$ cat src/rtl/cpu_pkg.sv
// Shared CPU definitions: fetch FSM states, the canonical NOP and the base opcodes
// that decode logic keys on.
package cpu_pkg;

    typedef enum logic [1:0] {
        BOOT = 2'd0,
        REQ  = 2'd1,
        HOLD = 2'd2
    } fetch_state_e;

    localparam logic [31:0] NOP_INSTR = 32'h0000_0013;  // addi x0, x0, 0

    localparam logic [6:0] OP_IMM    = 7'b0010011;
    localparam logic [6:0] OP_BRANCH = 7'b1100011;
    localparam logic [6:0] OP_STORE  = 7'b0100011;
    localparam logic [6:0] OP_LOAD   = 7'b0000011;

    function automatic logic [6:0] opcode_of(input logic [31:0] i_word);
        return i_word[6:0];
    endfunction

endpackage

$ cat src/rtl/pc_reg.sv
// Fetch-address register: holds the address being requested and, on load, advances
// to the sequential successor or a word-aligned redirect target.
module pc_reg #(
    parameter int                    ADDR_WIDTH = 32,
    parameter logic [ADDR_WIDTH-1:0] RESET_PC   = '0
) (
    input  logic                  clk,
    input  logic                  rst_n,
    input  logic                  i_load,
    input  logic                  i_branch_taken,
    input  logic [ADDR_WIDTH-1:0] i_branch_target,
    input  logic [ADDR_WIDTH-1:0] i_cur_pc,
    output logic [ADDR_WIDTH-1:0] o_fetch_pc
);

    logic [ADDR_WIDTH-1:0] r_fetch_pc;
    logic [ADDR_WIDTH-1:0] w_next_pc;

    // The low two target bits are dropped here; flagging them is the caller's job.
    always_comb begin
        w_next_pc = i_branch_taken ? (i_branch_target & ~ADDR_WIDTH'(3))
                                   : i_cur_pc + ADDR_WIDTH'(4);
    end

    // NOTE: sequential state uses non-blocking assignments so every register samples
    // pre-edge values regardless of process ordering.
    always_ff @(posedge clk or negedge rst_n) begin
        if (!rst_n) begin
            r_fetch_pc <= RESET_PC;
        end else if (i_load) begin
            r_fetch_pc <= w_next_pc;
        end
    end

    assign o_fetch_pc = r_fetch_pc;

endmodule

$ cat src/rtl/instr_fetch.sv
// Instruction fetch stage: requests one word at a time from instruction memory,
// presents it to decode with a valid/ready handshake and applies redirects on accept.
module instr_fetch
    import cpu_pkg::*;
#(
    parameter int                    ADDR_WIDTH = 32,
    parameter logic [ADDR_WIDTH-1:0] RESET_PC   = 32'h0000_0000
) (
    input  logic                  clk,
    input  logic                  rst_n,
    output logic                  imem_req,
    output logic [ADDR_WIDTH-1:0] imem_addr,
    input  logic                  imem_ready,
    input  logic [31:0]           imem_rdata,
    output logic [31:0]           instr,
    output logic                  instr_valid,
    input  logic                  instr_ready,
    output logic [ADDR_WIDTH-1:0] pc,
    input  logic                  branch_taken,
    input  logic [ADDR_WIDTH-1:0] branch_target,
    output logic                  misalign,
    output logic [31:0]           fetch_count
);

    fetch_state_e          r_state;
    fetch_state_e          w_state_next;
    logic                  w_capture;
    logic                  w_accept;
    logic [ADDR_WIDTH-1:0] w_fetch_pc;

    logic                  r_imem_req;
    logic                  r_instr_valid;
    logic [31:0]           r_instr;
    logic [ADDR_WIDTH-1:0] r_pc;
    logic                  r_misalign;
    logic [31:0]           r_fetch_count;

    pc_reg #(
        .ADDR_WIDTH (ADDR_WIDTH),
        .RESET_PC   (RESET_PC)
    ) u_pc_reg (
        .clk             (clk),
        .rst_n           (rst_n),
        .i_load          (w_accept),
        .i_branch_taken  (branch_taken),
        .i_branch_target (branch_target),
        .i_cur_pc        (r_pc),
        .o_fetch_pc      (w_fetch_pc)
    );

    // NOTE: defaults first so no path through the case leaves a signal unassigned,
    // which would otherwise infer a latch.
    always_comb begin
        w_state_next = r_state;
        w_capture    = 1'b0;
        w_accept     = 1'b0;
        unique case (r_state)
            BOOT: w_state_next = REQ;
            REQ: begin
                if (imem_ready) begin
                    w_capture    = 1'b1;
                    w_state_next = HOLD;
                end
            end
            HOLD: begin
                if (instr_ready) begin
                    w_accept     = 1'b1;
                    w_state_next = REQ;
                end
            end
            default: w_state_next = BOOT;
        endcase
    end

    // Handshake outputs are registered from the next state so no input reaches a port.
    always_ff @(posedge clk or negedge rst_n) begin
        if (!rst_n) begin
            r_state       <= BOOT;
            r_imem_req    <= 1'b0;
            r_instr_valid <= 1'b0;
            r_instr       <= NOP_INSTR;
            r_pc          <= RESET_PC;
            r_misalign    <= 1'b0;
            r_fetch_count <= '0;
        end else begin
            r_state       <= w_state_next;
            r_imem_req    <= (w_state_next == REQ);
            r_instr_valid <= (w_state_next == HOLD);
            if (w_capture) begin
                r_instr <= imem_rdata;
                r_pc    <= w_fetch_pc;
            end
            if (w_accept) begin
                r_fetch_count <= r_fetch_count + 32'd1;
                if (branch_taken && (branch_target[1:0] != 2'b00)) begin
                    r_misalign <= 1'b1;
                end
            end
        end
    end

    assign imem_req    = r_imem_req;
    assign imem_addr   = w_fetch_pc;
    assign instr       = r_instr;
    assign instr_valid = r_instr_valid;
    assign pc          = r_pc;
    assign misalign    = r_misalign;
    assign fetch_count = r_fetch_count;

endmodule

$ cat config.mk
export PLATFORM = sky130hd
export DESIGN_NAME = instr_fetch
export DESIGN_NICKNAME = d
export VERILOG_FILES = /design/src/rtl/cpu_pkg.sv /design/src/rtl/pc_reg.sv /design/src/rtl/instr_fetch.sv
export SDC_FILE = /design/constraint.sdc
export NUM_CORES = 1
export LEC_CHECK = 0
export ABC_AREA = 1
export CELL_PAD_IN_SITES_DETAIL_PLACEMENT = 2
export CELL_PAD_IN_SITES_GLOBAL_PLACEMENT = 2
export CORE_ASPECT_RATIO = 1.4
export CORE_MARGIN = 4
export CORE_UTILIZATION = 29
export CTS_CLUSTER_DIAMETER = 40
export DETAILED_ROUTE_END_ITERATION = 12
export GPL_TIMING_DRIVEN = 0
export PLACE_DENSITY_LB_ADDON = 0.1
export SETUP_SLACK_MARGIN = 0.05
export SYNTH_ARGS = -nofsm -noshare
export SYNTH_HDL_FRONTEND = slang
export SYNTH_SLANG_ARGS = --single-unit
export TNS_END_PERCENT = 30
$ cat constraint.sdc
create_clock -name clk -period 3.75 [get_ports clk]
set_input_delay 0.375 -clock clk [delete_from_list [all_inputs] [get_ports clk]]
set_output_delay 0.375 -clock clk [all_outputs]
set_load 0.1 [all_outputs]
==> results.md <==
* Setup ws final at 1.21 ns
* Tmin final at 2.54 ns
* Initial Util at 0.297
* Async S/R FF share, synth at 1.00
* Post-synth EDFFs at 0
* Filler cell count at 2589
* DR iter-0 viols at 218
* Hold path start: branch_taken
* H-tree depth at 4
* CP Data Required Time at 3.38 ns
* Fmax at 393 MHz
* Worst-Skew Late Latency at 0.43 ns
* Pre-CTS setup slack at 1.48 ns
* Crit-path slowest cell: clkdlybuf4s50_1
* Final setup viols at 0
* Largest cells by area after synthesis: dfrtp_1 (48%), nand2_1 (13%), nor2_1 (6.7%), mux2_2 (5.5%), nand3_1 (3.6%)
* Total track usage at 0.205
* 1st-pass router iterations at 4
* Sequential share of the synthesized area at 0.492
* Number of global-route vias before repair at 7303
* Hpwl dp at 20.1 mm
* Via count at 6471
* Final Hold Viols at 0
* Clk pin slew, worst setup/hold paths at 0.06 ns
* Num rows at 65
* Reg2reg path depth at 6
* Sink Count at 133
* Largest net degree at the start of global routing at 73
* Synth Warn # at 0
* Main synth FF type: dfrtp_1
* WL/cell at 19.0 um
* Status: completed
* Die Area at 0.0259 sq mm
* CTS tree: done
* CTS Buf Count at 17
* Yosys reg bits at 133
* Grt total ovfl at 0
* Total wire length at 25.8 mm
* WP data arrival at 2.17 ns
* Die span in y at 189 um
* Layout cells sized above 1 at 0.113
* Max stage delay on crit path at 1.20 ns
* Multi-input logic area at 0.00305 sq mm
* Drt drc at 0
* Total I/O pin count at 200
* First-pass GRT wire length at 41.0 mm
* Final GP Congestion at 0.792
* Delay-heaviest family, CP: buffers and inverters
* Worst R2R Setup Slack at 1.83 ns
* Post-Synthesis Cell Area at 0.00677 sq mm
* Vias/cell at 4.77
* Area leader, netlist: dfrtp_1
* Final Skew at 0.00663 ns
* Nature of the critical path endpoint: output port
* Area delta synth->final at 44.6%
* Chip width at 137 um
* Antenna viol nets, final at 0
* Tcrit/Tclk final at 0.678
* I/O Buffers at 198
* Floorplan core area at 0.0228 sq mm
* Worst reg2reg endpoint: pc[10]
* Critical path cell sequence: clkdlybuf4s50_1
* Worst-margin pin slew at 1.08 ns
* Syn nets at 895
* Unrepaired setup endpoints after global routing: no
* Max-slew violations at 0
* Hold path cells at 3
* Antenna violations before repair at 0
* CP max FO at 6
* Number of cells on the critical path at 1
* Hold endpoint: u_pc_reg.o_fetch_pc[3]
* WP buf/inv at 1
* Syn Inst Count at 824
* Critical path launch point type: flop
* Clock root cell: clkbuf_16
* Synth Area per Inst at 8.21 sq um
* Hold crit path type: in -> reg
* Register area at 0.00333 sq mm
* Max cap viols at 0
* Netlist cell types at 36
* Post-synth top area share at 0.481
* Worst-case clock buffer depth at 2
* Reg2Reg Launch Point: r_state[1]
* Max-slew headroom at 0.276
* Final net count at 1114
* Post-CTS setup buffers at 0
* WS Path Type: reg -> out
==> layer usage <==
layer	up-vias	global-route usage	routed length, um
met5	-	0	0
met4	0	0.0595	508
met3	28	0.0617	1440
met2	148	0.385	14200
met1	3217	0.217	9660
li1	3078	-	-
==> cells by family (layout without fill, tap and decap cells) <==
| family | Yosys count | in the layout | share of synthesized area |
|---|---|---|---|
| xor gates and xnor gates | 20 | 20 | 0.0259 |
| and+or+nand+nor | 451 | 451 | 0.290 |
| muxes | 33 | 33 | 0.0549 |
| AOI/OAI and AO/OA | 91 | 91 | 0.0758 |
| other | 0 | 1 | 0 |
| DFF | 133 | 133 | 0.492 |
| buffers and inverters | 94 | 326 | 0.0569 |
| adders and majority gates | 2 | 2 | 0.00370 |
==> final cells by class <==
cell class	instances	share of cell area
flip-flops and latches	133	0.340
multi-input cells	597	0.312
repair buffers	200	0.206
clock buffers	23	0.0509
well taps	301	0.0385
inverters	68	0.0261
plain buffers	26	0.0133
clock inverters	9	0.0125
diodes	1	0.000256
==> through the flow <==
stage,setup TNS [ns],util,instance area (sq um),cells,hold slack [ns]
2_1_floorplan,0,-,6770,824,0.0794
3_3_place_gp,-462.77,0.401,9130,1323,0.460
3_5_place_dp,0,0.402,9160,1324,0.461
4_1_cts,0,0.430,9790,1357,0.376
5_1_grt,0,0.430,9790,1357,0.403
6_report,0,0.430,9790,1358,0.391
==> cells in the mapped netlist, types with 10 or more instances <==
library cell	instances
o21ai_0	36
clkbuf_1	10
mux2_2	33
buf_2	14
nor2_1	120
dfrtp_1	130
nor2_4	10
a21oi_1	31
nand2_1	233
xor2_1	14
nand3_1	49
inv_1	65
==> cells in the final DEF (no fill, tap or decap), types with 2 or more instances in the layout <==
| master | n |
|---|---|
| nand3_2 | 2 |
| nor2_2 | 6 |
| nor3_1 | 2 |
| buf_6 | 3 |
| buf_2 | 14 |
| nor3_2 | 2 |
| a21oi_1 | 31 |
| a22oi_1 | 8 |
| o21bai_1 | 4 |
| nand3_1 | 49 |
| mux2_2 | 33 |
| nand4_1 | 9 |
| inv_2 | 3 |
| nand3b_1 | 5 |
| inv_1 | 65 |
| dfstp_2 | 3 |
| o21ai_0 | 36 |
| nor2_1 | 120 |
| clkbuf_1 | 11 |
| bufinv_16 | 3 |
| xor2_1 | 14 |
| nand2_2 | 7 |
| a21boi_1 | 3 |
| ha_1 | 2 |
| dfrtp_1 | 130 |
| nor2_4 | 10 |
| nand2_1 | 233 |
| o31ai_1 | 3 |
| nand2_4 | 2 |
| o211ai_1 | 4 |
| xnor2_1 | 6 |
| clkbuf_8 | 5 |
| clkbuf_16 | 17 |
| clkdlybuf4s50_1 | 197 |
| clkinv_2 | 5 |
==> worst max-delay path by stage <==
stage | from | slack [ns] | end
4_1_cts | pc[9] | 1.18 | pc[9]
5_1_grt | pc[9] | 1.16 | pc[9]
3_3_place_gp | rst_n | -3.54 | u_pc_reg.o_fetch_pc[22]
2_1_floorplan | pc[3] | 1.54 | u_pc_reg.o_fetch_pc[26]
3_5_place_dp | imem_ready | 1.48 | pc[10]
6_report | pc[9] | 1.21 | pc[9]
==> what timing repair did <==
action | in CTS | in global routing
resized for setup | 0 | 0
endpoints found under the setup margin | 0 | 0
hold endpoints to repair | 3 | 0
hold buffers | 1 | 0
Power is not shown: default switching activity piles up to over one toggle a cycle in this logic, so the estimate is an artifact.
